==> src/rtl/ahb_muldiv_pkg.sv <==
// Shared definitions for the AHB multiply/divide accelerator: register map,
// CTRL/STATUS bit positions, sequencer states and a small arithmetic helper.
package ahb_muldiv_pkg;

    localparam logic [7:0] OFF_OPA    = 8'h00;
    localparam logic [7:0] OFF_OPB    = 8'h04;
    localparam logic [7:0] OFF_CTRL   = 8'h08;
    localparam logic [7:0] OFF_STATUS = 8'h0C;
    localparam logic [7:0] OFF_RES_LO = 8'h10;
    localparam logic [7:0] OFF_RES_HI = 8'h14;

    localparam int CTRL_START  = 0;
    localparam int CTRL_SIGNED = 1;
    localparam int CTRL_OP     = 2;
    localparam int CTRL_IRQ_EN = 3;

    localparam int ST_BUSY = 0;
    localparam int ST_DONE = 1;
    localparam int ST_DBZ  = 2;

    typedef enum logic [1:0] {
        IDLE = 2'd0,
        PREP = 2'd1,
        RUN  = 2'd2,
        FIX  = 2'd3
    } state_t;

    function automatic logic [31:0] cond_neg(input logic [31:0] v, input logic neg);
        if (neg) begin
            return -v;
        end else begin
            return v;
        end
    endfunction

endpackage

==> src/rtl/ahb_muldiv_accel_if.sv <==
// AHB-Lite signal bundle between a bus master and the accelerator slave.
interface ahb_muldiv_accel_if;

    logic        hsel;
    logic [31:0] haddr;
    logic [1:0]  htrans;
    logic        hwrite;
    logic [2:0]  hsize;
    logic [31:0] hwdata;
    logic [31:0] hrdata;
    logic        hready;
    logic [1:0]  hresp;

    modport master (
        output hsel, haddr, htrans, hwrite, hsize, hwdata,
        input  hrdata, hready, hresp
    );

    modport slave (
        input  hsel, haddr, htrans, hwrite, hsize, hwdata,
        output hrdata, hready, hresp
    );

endinterface

==> src/rtl/ahb_muldiv_core.sv <==
// Sequential multiply/divide engine: sign-magnitude prep, DATA_W-step
// shift-add / restoring divide, then sign fix-up into 32-bit results.
module ahb_muldiv_core
    import ahb_muldiv_pkg::*;
#(
    parameter int DATA_W = 16
) (
    input  logic              clk,
    input  logic              rst,
    input  logic              start,
    input  logic [DATA_W-1:0] a,
    input  logic [DATA_W-1:0] b,
    input  logic              is_signed,
    input  logic              op,
    output logic              busy,
    output logic              done_p,
    output logic              dbz_p,
    output logic [31:0]       res_lo,
    output logic [31:0]       res_hi
);

    localparam int CNT_W = $clog2(DATA_W) + 1;
    localparam logic [CNT_W-1:0] CNT_LAST = CNT_W'(DATA_W - 1);

    state_t            state_r;
    logic [DATA_W-1:0] a_r, b_r, b_mag_r, quo_r, rem_r;
    logic              sgn_r, op_r, dbz_r, neg_q_r, neg_r_r, busy_r;
    logic [CNT_W-1:0]  cnt_r;
    logic [31:0]       res_lo_r, res_hi_r;

    logic [DATA_W-1:0] a_mag_s, b_mag_s, div_rem_s, q_w_s, r_w_s;
    logic [DATA_W:0]   mul_sum_s, div_shift_s;
    logic              div_ok_s, b_zero_s;
    logic [31:0]       prod_s, res_lo_s, res_hi_s;

    function automatic logic [31:0] extend(input logic [DATA_W-1:0] v, input logic s);
        if (s) begin
            return {{(32-DATA_W){v[DATA_W-1]}}, v};
        end else begin
            return 32'(v);
        end
    endfunction

    // Magnitudes, one iteration step for each operation, and the final results
    always_comb begin
        a_mag_s     = (sgn_r && a_r[DATA_W-1]) ? -a_r : a_r;
        b_mag_s     = (sgn_r && b_r[DATA_W-1]) ? -b_r : b_r;
        b_zero_s    = (b_r == {DATA_W{1'b0}});
        mul_sum_s   = {1'b0, rem_r} + (quo_r[0] ? {1'b0, b_mag_r} : {(DATA_W+1){1'b0}});
        div_shift_s = {rem_r, quo_r[DATA_W-1]};
        div_ok_s    = (div_shift_s >= {1'b0, b_mag_r});
        div_rem_s   = div_ok_s ? DATA_W'(div_shift_s - {1'b0, b_mag_r})
                               : div_shift_s[DATA_W-1:0];
        // Quotient is negated in DATA_W bits so MIN / -1 wraps back to MIN
        q_w_s       = neg_q_r ? -quo_r : quo_r;
        r_w_s       = neg_r_r ? -rem_r : rem_r;
        prod_s      = 32'({rem_r, quo_r});
        if (dbz_r) begin
            res_lo_s = 32'({DATA_W{1'b1}});
            res_hi_s = extend(a_r, sgn_r);
        end else if (op_r) begin
            res_lo_s = extend(q_w_s, sgn_r);
            res_hi_s = extend(r_w_s, sgn_r);
        end else begin
            res_lo_s = cond_neg(prod_s, neg_q_r);
            res_hi_s = 32'h0000_0000;
        end
    end

    // Sequencer and datapath registers
    always_ff @(posedge clk) begin
        if (rst) begin
            state_r  <= IDLE;
            a_r      <= {DATA_W{1'b0}};
            b_r      <= {DATA_W{1'b0}};
            b_mag_r  <= {DATA_W{1'b0}};
            quo_r    <= {DATA_W{1'b0}};
            rem_r    <= {DATA_W{1'b0}};
            sgn_r    <= 1'b0;
            op_r     <= 1'b0;
            dbz_r    <= 1'b0;
            neg_q_r  <= 1'b0;
            neg_r_r  <= 1'b0;
            busy_r   <= 1'b0;
            cnt_r    <= {CNT_W{1'b0}};
            res_lo_r <= 32'h0000_0000;
            res_hi_r <= 32'h0000_0000;
        end else begin
            case (state_r)
                IDLE: begin
                    if (start) begin
                        a_r     <= a;
                        b_r     <= b;
                        sgn_r   <= is_signed;
                        op_r    <= op;
                        busy_r  <= 1'b1;
                        state_r <= PREP;
                    end
                end
                PREP: begin
                    neg_q_r <= sgn_r & (a_r[DATA_W-1] ^ b_r[DATA_W-1]);
                    neg_r_r <= sgn_r & a_r[DATA_W-1];
                    b_mag_r <= b_mag_s;
                    quo_r   <= a_mag_s;
                    rem_r   <= {DATA_W{1'b0}};
                    cnt_r   <= {CNT_W{1'b0}};
                    dbz_r   <= op_r & b_zero_s;
                    state_r <= (op_r && b_zero_s) ? FIX : RUN;
                end
                RUN: begin
                    if (op_r) begin
                        rem_r <= div_rem_s;
                        quo_r <= {quo_r[DATA_W-2:0], div_ok_s};
                    end else begin
                        rem_r <= mul_sum_s[DATA_W:1];
                        quo_r <= {mul_sum_s[0], quo_r[DATA_W-1:1]};
                    end
                    cnt_r <= cnt_r + CNT_W'(1);
                    if (cnt_r == CNT_LAST) begin
                        state_r <= FIX;
                    end
                end
                FIX: begin
                    res_lo_r <= res_lo_s;
                    res_hi_r <= res_hi_s;
                    busy_r   <= 1'b0;
                    state_r  <= IDLE;
                end
                default: begin
                    busy_r  <= 1'b0;
                    state_r <= IDLE;
                end
            endcase
        end
    end

    assign busy   = busy_r;
    assign done_p = (state_r == FIX);
    assign dbz_p  = (state_r == FIX) & dbz_r;
    assign res_lo = res_lo_r;
    assign res_hi = res_hi_r;

endmodule

==> src/rtl/ahb_muldiv_accel.sv <==
// AHB-Lite slave front end and register file for the multiply/divide engine.
// Zero wait state; read data is decoded from the registered address phase.
module ahb_muldiv_accel
    import ahb_muldiv_pkg::*;
#(
    parameter int          DATA_W    = 16,
    parameter logic [31:0] RST_RDATA = 32'hFFFF_FFFF
) (
    input  logic              AHB_HCLK,
    input  logic              AHB_HRESET,
    ahb_muldiv_accel_if.slave bus,
    output logic              IRQ
);

    logic [7:0]        addr_r;
    logic              sel_r, trans_r, write_r;
    logic [DATA_W-1:0] opa_r, opb_r, opa_n, opb_n;
    logic              sgn_r, op_r, irq_en_r, done_r, dbz_r, irq_r;
    logic              sgn_n, op_n, irq_en_n, done_n, dbz_n, irq_n;

    logic              wr_en_s, rd_en_s, start_s, busy_s, done_p_s, dbz_p_s;
    logic [31:0]       res_lo_s, res_hi_s, rdata_s;
    logic              unused_s;

    assign wr_en_s  = sel_r & trans_r & write_r;
    assign rd_en_s  = sel_r & trans_r & ~write_r;
    assign start_s  = wr_en_s & (addr_r == OFF_CTRL) & bus.hwdata[CTRL_START] & ~busy_s;
    assign unused_s = ^{bus.hsize, bus.haddr[31:8], bus.htrans[0], bus.hwdata};

    ahb_muldiv_core #(
        .DATA_W(DATA_W)
    ) u_core (
        .clk       (AHB_HCLK),
        .rst       (AHB_HRESET),
        .start     (start_s),
        .a         (opa_r),
        .b         (opb_r),
        .is_signed (bus.hwdata[CTRL_SIGNED]),
        .op        (bus.hwdata[CTRL_OP]),
        .busy      (busy_s),
        .done_p    (done_p_s),
        .dbz_p     (dbz_p_s),
        .res_lo    (res_lo_s),
        .res_hi    (res_hi_s)
    );

    // Next-state of the register file; configuration is frozen while busy
    always_comb begin
        opa_n    = opa_r;
        opb_n    = opb_r;
        sgn_n    = sgn_r;
        op_n     = op_r;
        irq_en_n = irq_en_r;
        if (wr_en_s && !busy_s) begin
            case (addr_r)
                OFF_OPA:  opa_n = bus.hwdata[DATA_W-1:0];
                OFF_OPB:  opb_n = bus.hwdata[DATA_W-1:0];
                OFF_CTRL: begin
                    sgn_n    = bus.hwdata[CTRL_SIGNED];
                    op_n     = bus.hwdata[CTRL_OP];
                    irq_en_n = bus.hwdata[CTRL_IRQ_EN];
                end
                default: opa_n = opa_r;
            endcase
        end else begin
            opa_n = opa_r;
        end
        if (start_s) begin
            done_n = 1'b0;
            dbz_n  = 1'b0;
        end else if (wr_en_s && (addr_r == OFF_STATUS)) begin
            done_n = done_r & ~bus.hwdata[ST_DONE];
            dbz_n  = dbz_r & ~bus.hwdata[ST_DBZ];
        end else begin
            done_n = done_r;
            dbz_n  = dbz_r;
        end
        // A completion in the same cycle as a W1C write keeps the flag set
        done_n = done_n | done_p_s;
        dbz_n  = dbz_n | dbz_p_s;
        irq_n  = done_n & irq_en_n;
    end

    // Address-phase capture and register file state
    always_ff @(posedge AHB_HCLK) begin
        if (AHB_HRESET) begin
            addr_r   <= 8'h00;
            sel_r    <= 1'b0;
            trans_r  <= 1'b0;
            write_r  <= 1'b0;
            opa_r    <= {DATA_W{1'b0}};
            opb_r    <= {DATA_W{1'b0}};
            sgn_r    <= 1'b0;
            op_r     <= 1'b0;
            irq_en_r <= 1'b0;
            done_r   <= 1'b0;
            dbz_r    <= 1'b0;
            irq_r    <= 1'b0;
        end else begin
            addr_r   <= bus.haddr[7:0];
            sel_r    <= bus.hsel;
            trans_r  <= bus.htrans[1];
            write_r  <= bus.hwrite;
            opa_r    <= opa_n;
            opb_r    <= opb_n;
            sgn_r    <= sgn_n;
            op_r     <= op_n;
            irq_en_r <= irq_en_n;
            done_r   <= done_n;
            dbz_r    <= dbz_n;
            irq_r    <= irq_n;
        end
    end

    // Read data mux for the current data phase
    always_comb begin
        rdata_s = RST_RDATA;
        if (rd_en_s) begin
            case (addr_r)
                OFF_OPA:    rdata_s = 32'(opa_r);
                OFF_OPB:    rdata_s = 32'(opb_r);
                OFF_CTRL:   rdata_s = {28'h000_0000, irq_en_r, op_r, sgn_r, 1'b0};
                OFF_STATUS: rdata_s = {29'h0000_0000, dbz_r, done_r, busy_s};
                OFF_RES_LO: rdata_s = res_lo_s;
                OFF_RES_HI: rdata_s = res_hi_s;
                default:    rdata_s = RST_RDATA;
            endcase
        end else begin
            rdata_s = RST_RDATA;
        end
    end

    assign bus.hrdata = rdata_s;
    assign bus.hready = 1'b1;
    assign bus.hresp  = 2'b00;
    assign IRQ        = irq_r;

endmodule
==> src/flat_wrapper.sv <==
// flat-port wrapper written by rule: the top's interface ports become plain ports
module ahb_muldiv_accel_flat import ahb_muldiv_pkg::*;
#(
    parameter int          DATA_W    = 16,
    parameter logic [31:0] RST_RDATA = 32'hFFFF_FFFF
)
  (AHB_HCLK, AHB_HRESET, IRQ, bus_hsel, bus_haddr, bus_htrans, bus_hwrite, bus_hsize, bus_hwdata, bus_hrdata, bus_hready, bus_hresp);
  ahb_muldiv_accel_if bus_i ();
  input  logic AHB_HCLK;
  input  logic AHB_HRESET;
  output logic IRQ;
  input wire logic [$bits(bus_i.hsel)-1:0] bus_hsel;
  input wire logic [$bits(bus_i.haddr)-1:0] bus_haddr;
  input wire logic [$bits(bus_i.htrans)-1:0] bus_htrans;
  input wire logic [$bits(bus_i.hwrite)-1:0] bus_hwrite;
  input wire logic [$bits(bus_i.hsize)-1:0] bus_hsize;
  input wire logic [$bits(bus_i.hwdata)-1:0] bus_hwdata;
  output wire logic [$bits(bus_i.hrdata)-1:0] bus_hrdata;
  output wire logic [$bits(bus_i.hready)-1:0] bus_hready;
  output wire logic [$bits(bus_i.hresp)-1:0] bus_hresp;
  assign bus_i.hsel = bus_hsel;
  assign bus_i.haddr = bus_haddr;
  assign bus_i.htrans = bus_htrans;
  assign bus_i.hwrite = bus_hwrite;
  assign bus_i.hsize = bus_hsize;
  assign bus_i.hwdata = bus_hwdata;
  assign bus_hrdata = bus_i.hrdata;
  assign bus_hready = bus_i.hready;
  assign bus_hresp = bus_i.hresp;
  ahb_muldiv_accel #(.DATA_W(DATA_W), .RST_RDATA(RST_RDATA)) u_core (.AHB_HCLK(AHB_HCLK), .AHB_HRESET(AHB_HRESET), .bus(bus_i), .IRQ(IRQ));
endmodule
==> config.mk <==
export PLATFORM = sky130hd
export DESIGN_NAME = ahb_muldiv_accel_flat
export DESIGN_NICKNAME = d
export VERILOG_FILES = /design/src/rtl/ahb_muldiv_pkg.sv /design/src/rtl/ahb_muldiv_accel_if.sv /design/src/rtl/ahb_muldiv_core.sv /design/src/rtl/ahb_muldiv_accel.sv /design/src/flat_wrapper.sv
export SDC_FILE = /design/constraint.sdc
export NUM_CORES = 1
export LEC_CHECK = 0
export ABC_AREA = 1
export CORE_MARGIN = 8
export CORE_UTILIZATION = 45
export DETAILED_ROUTE_END_ITERATION = 12
export GPL_ROUTABILITY_DRIVEN = 0
export PLACE_DENSITY = 0.74
export SYNTH_ARGS = -nofsm -noshare
export SYNTH_HDL_FRONTEND = slang
export SYNTH_SLANG_ARGS = --single-unit
==> constraint.sdc <==
create_clock -name AHB_HCLK -period 2.9 [get_ports AHB_HCLK]
set_input_delay 0.29 -clock AHB_HCLK [delete_from_list [all_inputs] [get_ports AHB_HCLK]]
set_output_delay 0.29 -clock AHB_HCLK [all_outputs]
set_load 0.05 [all_outputs]
; Word-level counts from Yosys, hierarchy flattened
; Index checks and enable logic that the tools add are counted.
[totals]
ff_bits = 206
out_inout_bits = 36
word_cells = 117
[op_classes]
add_sub_neg = 8
order_cmp = 1
n_eq_ne = 11
mux = 33
bitwise = 20
n_reduce_logical = 17
[ops]
columns = cell, count
row1 = $mux 32, 9
row2 = $pmux 32 s6, 1
row3 = $mux 16, 8
row4 = $neg 16->16, 4
row5 = $pmux 16 s2, 2
row6 = $neg 32->32, 1
row7 = $add 16x16->17, 1
row8 = $ge 17x16->1, 1
row9 = $eq 8x4->1 const B, 2
row10 = $eq 8x5->1 const B, 2
row11 = $logic_not 16->1, 1
row12 = $sub 16x16->16, 1
row13 = $and 1x1->1, 13
row14 = $reduce_and 2->1, 6
row15 = $pmux 5 s2, 1
row16 = $eq 8x3->1 const B, 1
row17 = $logic_not 8->1, 1
row18 = $mux 1, 8
row19 = $pmux 2 s4, 1
row20 = $add 5x1->5 const B, 1
row21 = $eq 5x4->1 const B, 1
row22 = $logic_and 1x1->1, 5
row23 = $eq 2x2->1 const B, 2
row24 = $mux 2, 2
row25 = 10 further kinds, 15

; Longest topological paths before layout
; Gate-level depths: netlist of the first run.
[logic_depth]
ltp_word = 8
mapped_depth = 18
mapped_depth_nobuf = 16

; By module
; Synthesis of the first run repeated with hierarchy kept, for this count alone.
[hier_totals]
cells_unflattened = 2029
area_unflattened_um2 = 12808.5
[by_module_without_submodules]
columns = module, instances, cells_per_inst, area_per_inst_um2
row1 = ahb_muldiv_core, 1, 1581, 9898.2
row2 = ahb_muldiv_accel, 1, 448, 2910.3

; Least setup slack after synthesis of the first run
; OpenSTA, ideal clock, no wires.
[synth_path]
path_kind = flip-flop to flip-flop
start = register u_core.u_core.quo_r[0]
end = register u_core.u_core.rem_r[15]
setup_time_ns = 0.070
t_arrival_ns = 2.188
required_time_ns = 2.830
path_slack_ns = 0.641
path_stages_with_launch = 19
path_cell_list = dfxtp_1 > buf_6 > clkbuf_1 > nand2_1 > inv_1 > ha_1 > inv_1 > fa_1 > inv_1 > nand3_1 > nand2_1 > nand3_1 > nand3_1 > nand2_1 > nand4_1 > nand2_1 > inv_1 > nand2_1 > a21oi_1
[synth_between]
elab_chain_len = 4
[synth_lines]
columns = item, line
row1 = start: declaration, ahb_muldiv_core.sv:26  ; logic [DATA_W-1:0] a_r, b_r, b_mag_r, quo_r, rem_r;
row2 = start signal: assignment, ahb_muldiv_core.sv:77  ; quo_r <= {DATA_W{1'b0}};
row3 = start signal: assignment, ahb_muldiv_core.sv:104  ; quo_r <= a_mag_s;
row4 = start signal: assignment, ahb_muldiv_core.sv:113  ; quo_r <= {quo_r[DATA_W-2:0], div_ok_s};
row5 = $mux 16, ahb_muldiv_core.sv:49  ; mul_sum_s = {1'b0, rem_r} + (quo_r[0] ? {1'b0, b_mag_r} : {(DATA_W+1){1'b0}});
row6 = $add 16x16->17, ahb_muldiv_core.sv:49
row7 = $mux 16, ahb_muldiv_core.sv:111  ; if (op_r) begin
row8 = $pmux 16 s2, ahb_muldiv_core.sv:89  ; case (state_r)
row9 = end signal: assignment, ahb_muldiv_core.sv:105  ; rem_r <= {DATA_W{1'b0}};
row10 = end signal: assignment, ahb_muldiv_core.sv:112  ; rem_r <= div_rem_s;
row11 = end signal: assignment, ahb_muldiv_core.sv:115  ; rem_r <= mul_sum_s[DATA_W:1];
row12 = end: declaration, ahb_muldiv_core.sv:26
; No other way between the ends.
; A chain may end at the register's enable or synchronous reset.

; Worst setup path after layout of the first run
[layout_path]
start = register u_core.addr_r[1]
end = output port bus_hrdata[15]
[layout_between]
elab_chain_len = 3
elab_cells_between_ends = 8
classes_between = eq/ne (5) / mux (2) / reduce/logical (1)
[layout_lines]
columns = item, line
row1 = start: declaration, ahb_muldiv_accel.sv:15  ; logic [7:0] addr_r;
row2 = start signal: assignment, ahb_muldiv_accel.sv:100  ; addr_r <= bus.haddr[7:0];
row3 = $eq 8x5->1 (tied with other cells), ahb_muldiv_accel.sv:119  ; case (addr_r)
row4 = $pmux 32 s6 *, ahb_muldiv_accel.sv:119
row5 = $mux 32 *, ahb_muldiv_accel.sv:118  ; if (rd_en_s) begin
row6 = end: declaration, flat_wrapper.sv:18  ; output wire logic [$bits(bus_i.hrdata)-1:0] bus_hrdata;
; Every way passes the cells marked *; elsewhere a longest branch is shown, timed or not.

==> results of run 1 <==
logic make-up (layout without fill, tap and decap cells):
logic type               after synthesis  count (layout)  synth area share
AO/OA/AOI/OAI                        425             425            0.1900
XOR/XNOR                              15              15           0.01069
adder cells (fa/ha/maj)               45              45           0.04702
buffers and inverters                357             401            0.1150
flip-flops                           191             191            0.3110
other                                  2               3         0.0006109
AND/OR/NAND/NOR                      912             912            0.3257
state kept, by name, summed over array words and instances (netlist names), 2 cells and up:
name                   flops
u_core.addr_r              8
u_core.opa_r              16
u_core.opb_r              16
u_core.u_core.a_r         16
u_core.u_core.b_mag_r     16
u_core.u_core.b_r         16
u_core.u_core.cnt_r        5
u_core.u_core.quo_r       16
u_core.u_core.rem_r       16
u_core.u_core.res_hi      17
u_core.u_core.res_lo      32
u_core.u_core.state_r      2
layer usage:
| metal | vias up | track usage | wire length, µm |
|---|---|---|---|
| met1 | 5977 | 0.3234 | 17420 |
| li1 | 6460 | - | - |
| met4 | 0 | 0.08855 | 1318 |
| met5 | - | 0 | 0 |
| met3 | 92 | 0.04734 | 4203 |
| met2 | 734 | 0.3430 | 16390 |
tightest hold or removal path, stage by stage:
cell and delay (ns):
clkdlybuf4s50_1 0.39, inv_1 0.05, nor2_1 0.03
path summary, 6_finish.rpt:
path / from / endpoint
min reg2reg: u_core.u_core.res_lo[23]$_SDFFE_PP0P_ / u_core.u_core.res_lo[23]$_SDFFE_PP0P_
max reg2reg: u_core.u_core.rem_r[1]$_SDFFE_PP0P_ / u_core.u_core.rem_r[5]$_SDFFE_PP0P_
max: u_core.addr_r[1]$_SDFF_PP0_ / bus_hrdata[15]
min: bus_hsel / u_core.sel_r$_SDFF_PP0_
layout by cell type, fill, tap and decap left out, types with 9 or more instances in the layout:
cell type and count:
o21ai_0 171, clkbuf_16 17, xor2_1 10, a31oi_1 20, nand3_1 156, dfxtp_1 191, clkdlybuf4s50_1 28, buf_12 34
nor2_1 198, nand4_1 41, ha_1 43, o22ai_1 19, inv_1 253, a21oi_1 167, buf_4 38, o221ai_1 10
nand2_1 446, nand3b_1 9, o211ai_1 9, inv_2 11, nor3_1 22
through the flow:
| stage | utilization | instances | instance area, µm² |
|---|---|---|---|
| 2_1_floorplan | - | 1948 | 12300 |
| 3_3_place_gp | 0.5025 | 2296 | 13510 |
| 3_5_place_dp | 0.5025 | 2296 | 13510 |
| 4_1_cts | 0.5261 | 2328 | 14140 |
| 5_1_grt | 0.5285 | 2333 | 14200 |
| 6_report | 0.5285 | 2333 | 14200 |
power groups by stage:
stage / Combinational (mW) / Sequential [mW] / Clock [mW]
final: 3.58 / 3.04 / 2.45
after global routing: 3.92 / 3.06 / 2.57
after CTS: 3.45 / 3.03 / 2.47
after detailed placement: 3.40 / 3.09 / 0
after global placement: 3.35 / 3.08 / 0
after floorplan: 2.65 / 2.99 / 0
cell usage after synthesis, drive strengths merged:
cell type	count
or2	5
a21oi	168
nor2	209
a21boi	3
nand3b	9
xor2	10
clkbuf	60
a31oi	21
buf	29
inv	266
nand2	452
ha	43
a2bb2oi	1
conb	2
a22o	1
nand4	41
a22oi	2
clkinv	2
o221ai	10
o21ai	178
o22ai	19
dfxtp	191
and2	2
a221oi	4
xnor2	5
o21bai	5
nor3	30
fa	2
o211ai	10
and3	1
nand3	162
o21a	3
nor3b	1
layout make-up:
class,count,area [µm²],area share
Sequential cell,191,3824,0.2692
Inverter,268,1013,0.07135
Clock inverter,15,203.9,0.01436
Multi-Input combinational cell,1400,7061,0.4970
Tap cell,341,426.7,0.03004
Timing Repair Buffer,101,1251,0.08808
Clock buffer,17,425.4,0.02995
repair_timing:
action	4_1_cts	5_1_grt
endpoints found under the setup margin	6	21
hold buffers	0	0
resized for setup	1	1
buffers inserted	0	5
==> results.cfg, run 1 <==
[run_status]
status = completed

[yosys]
yosys.area.top_type = dfxtp_1
yosysTopAreaCellShare = 0.3110
synth_warnings = 0
syn_area_per_cell_um2 = 6.314
synth_area_leaders = dfxtp_1, nand2_1, inv_1, o21ai_0, a21oi_1
ys_types = 52
syn_area_um2 = 12290
synthCells = 1947
ys_seq_area_frac = 0.3110
ys_ff_latch = 191

[pwr]
power.switching_mw = 3.959
p_leak_nw = 6.174
pwr-share-clk = 0.270
swShare = 0.4362
power.total_mw = 9.074
seq_power_share = 0.335
p_per_area_nw_per_um2 = 638.8
pwr-share-comb = 0.394
peakVddDrop_mv = 0.3852
p_int_mw = 5.116

[worst_setup_path]
cpMaxStageDelayCell = dfxtp_1
arrival_ns = 2.44
endpoint_kind = output pin
crit_chain = or2_4, nor3_1, nand2_1, clkinvlp_4, buf_12, nand2_1, o21ai_0, inv_1, nand4_1, buf_12
critPathLaunchType = flop
cp_max_fo = 11
slowest_delay_ns = 0.31
crit_type = reg -> out
path_buf_inv = 4
required_ns = 2.61
crit_family = simple AND/OR/NAND/NOR gates
worst_r2r_path_depth = 13
r2r_slack_ns = 0.23
crit_cells = 10

[final_layout]
final_layout_size_suffix_gt1_frac = 0.08032
syn_to_final_growth_pct = 15.54
antenna_cells = 0
layout.nets = 2097
fillCellCount = 2571

[timing]
fin_crit_ns = 2.731
timing.hold.ws_ns = 0.3450
skew_ns = 0.01267
rsz0062_at_grt = false
timing.final.crit_share = 0.9416
finalSetupViolations = 0
clock.fmax_mhz = 366.2
drv_slew = 0
tns_ns = 0
finalHoldViolCount = 0
maxSlewHeadroom = 0.3923
tightestPinTransition_ns = 0.9116
setup_ws_ns = 0.1695

[floorplanning]
rows = 60
coreArea_um2 = 26880
start_util = 0.4574
die_area_um2 = 32870
fp.dieH_um = 181.3
ios = 109
die_w_um = 181.3

[grt]
grt_pass1_wl_um = 62250
grt_pass1_vias = 11820
grt_max_degree = 75
gr-total-overflow = 0
antenna_found_initial = 0
gr-usage-all-layers = 0.2313

[placement]
port-buffer-count = 61
place_ws_ns = 0.3560
hpwl_um = 29130

[drt]
ant_nets = 0
drc = 0
viasPerCell = 5.685
route.detailed.wl_per_inst_um = 16.86
first_pass_iters = 7
totalWireLength_um = 39340
drt_iter0_drc = 1707
num_vias = 13260

[worst_hold_path]
hold_class = in -> reg
min_path_cells = 3

[clocking]
cts_sinks = 191
clockBufferDepth = 2
clock-root-buffer = clkbuf_16
clkLatencyLatePin_ns = 0.45
cts_tree = yes
cts_buffers = 17
htree_levels = 4
clkTransAtPathRegs_ns = 0.09

[run]
maxCapViolations = 0
No activity file was read; power rests on OpenSTA's default activity.
==> run 2: changes to the inputs <==
TNS_END_PERCENT = 30   (was not set)
==> results of run 2 <==
The final DEF is identical to that of run 1; final timing and power are the same.
==> run 3: changes to the inputs <==
CTS_CLUSTER_SIZE = 25   (was not set)
DONT_BUFFER_PORTS = 1   (was not set)
PLACE_DENSITY = 0.69   (was 0.74)
==> results.cfg, run 3 (same netlist as run 1, synthesis figures left out) <==
[run_status]
status = completed

[worst_setup_path]
cp_max_fo = 16
crit_top_cell = nand2_1
crit_chain = inv_2, nand2_1, nor3b_4, nand2_1, inv_1, buf_4, nand2_1, o21ai_0, inv_1, nand4_1, buf_4
critPathLaunchType = flop
slowest_delay_ns = 0.32
crit_type = reg -> out
endpoint_kind = output pin
cpMaxStageDelayCell = dfxtp_1
arrival_ns = 2.40
required_ns = 2.61

[floorplanning]
coreArea_um2 = 26880
rows = 60
ios = 109
die_area_um2 = 32870
fp.dieH_um = 181.3
start_util = 0.4574
die_w_um = 181.3

[clocking]
cts_setup_buffers = 0
htree_levels = 4
cts_sinks = 191
clkTransAtPathRegs_ns = 0.09
clkLatencyLatePin_ns = 0.46
cts_buffers = 17
cts_tree = yes
clockBufferDepth = 2
clock-root-buffer = clkbuf_16

[placement]
place_ws_ns = 0.5060
port-buffer-count = 0
hpwl_um = 28920

[pwr]
p_per_area_nw_per_um2 = 657.9
p_leak_nw = 5.948
peakVddDrop_mv = 0.4448

[timing]
fin_crit_ns = 2.690
drv_slew = 0
tns_ns = 0
clock.fmax_mhz = 371.8
finalHoldViolCount = 0
tightestPinTransition_ns = 0.7362
finalSetupViolations = 0
skew_ns = 0.02093
maxSlewHeadroom = 0.5086
rsz0062_at_grt = false
timing.final.crit_share = 0.9275
setup_ws_ns = 0.2103

[grt]
grt_pass1_vias = 11860
gr-total-overflow = 0
gr-usage-all-layers = 0.2350
antenna_found_initial = 0
grt_pass1_wl_um = 63090
grt_max_degree = 72

[drt]
drc = 0
route.detailed.wl_per_inst_um = 16.92
num_vias = 12990
ant_nets = 0
first_pass_iters = 8
viasPerCell = 5.589
totalWireLength_um = 39310
drt_iter0_drc = 1798

[final_layout]
final_layout_size_suffix_gt1_frac = 0.07615
final_common_cell = nand2_1
largest_reg_flops = 32
syn_to_final_growth_pct = 12.00
layout.nets = 2088
layout_common_cells = nand2_1, inv_1, nor2_1
antenna_cells = 0

[worst_hold_path]
hold_class = in -> reg

[run]
maxCapViolations = 0
run 3: report_power, final:
| part | leakage [nW] | switching [mW] | internal (mW) |
|---|---|---|---|
| Clock | 0.314 | 1.33 | 1.23 |
| Combinational | 4.09 | 2.37 | 1.08 |
| Sequential | 1.55 | 0.227 | 2.82 |
| Total | 5.95 | 3.93 | 5.13 |
run 3: final cells by class:
| cell class | instances | area (µm²) |
|---|---|---|
| timing repair buffer | 92 | 793.3 |
| inverter | 268 | 1013 |
| fill | 2727 | 13110 |
| multi-input combinational | 1400 | 7061 |
| clock buffer | 17 | 425.4 |
| tap | 341 | 426.7 |
| clock inverter | 15 | 226.5 |
| sequential | 191 | 3824 |
run 3: final timing paths:
kind         depth (start not counted)  slack (ns)                                  start                                      to
max                                 11        0.21            u_core.addr_r[6]$_SDFF_PP0_                          bus_hrdata[12]
min                                  3        0.01                             AHB_HRESET  u_core.u_core.b_mag_r[12]$_SDFFE_PP0N_
max reg2reg                         10        0.38   u_core.u_core.rem_r[13]$_SDFFE_PP0P_     u_core.u_core.rem_r[7]$_SDFFE_PP0P_
min reg2reg                          2        0.47  u_core.u_core.res_lo[20]$_SDFFE_PP0P_   u_core.u_core.res_lo[20]$_SDFFE_PP0P_
run 3: worst max-delay path, delay by kind of cell (launching register included):
kind | cells | cell delay [ns]
simple gates | 5 | 0.79
buf+inv | 5 | 0.66
flops | 1 | 0.32
compound gates | 1 | 0.17
run 3: stage by stage:
stage                 util  hold slack (ns)  cells  power [mW]  instance area [µm²]
CTS                 0.5121         0.003852   2324       8.992                13760
finish              0.5123          0.01383   2324       9.059                13770
detailed placement  0.4764           0.3851   2263       6.364                12800
floorplan                -           0.3970   1948       5.643                12300
global route        0.5123          0.01489   2324       9.626                13770
global placement    0.4764           0.3818   2263       6.316                12800
run 3: routing by layer:
metal / track usage / vias to the layer above / share of wire
met5: 0 / - / 0
met4: 0.08823 / 0 / 0.034
met3: 0.05075 / 83 / 0.10
met2: 0.3374 / 633 / 0.41
met1: 0.3365 / 5850 / 0.46
li1: - / 6423 / -
run 3: what timing repair did:
action                                 in CTS  in global routing
hold buffers                               29                  0
gates resized for setup                     0                  2
setup endpoints to repair                   0                  2
endpoints found under the hold margin     105                  0
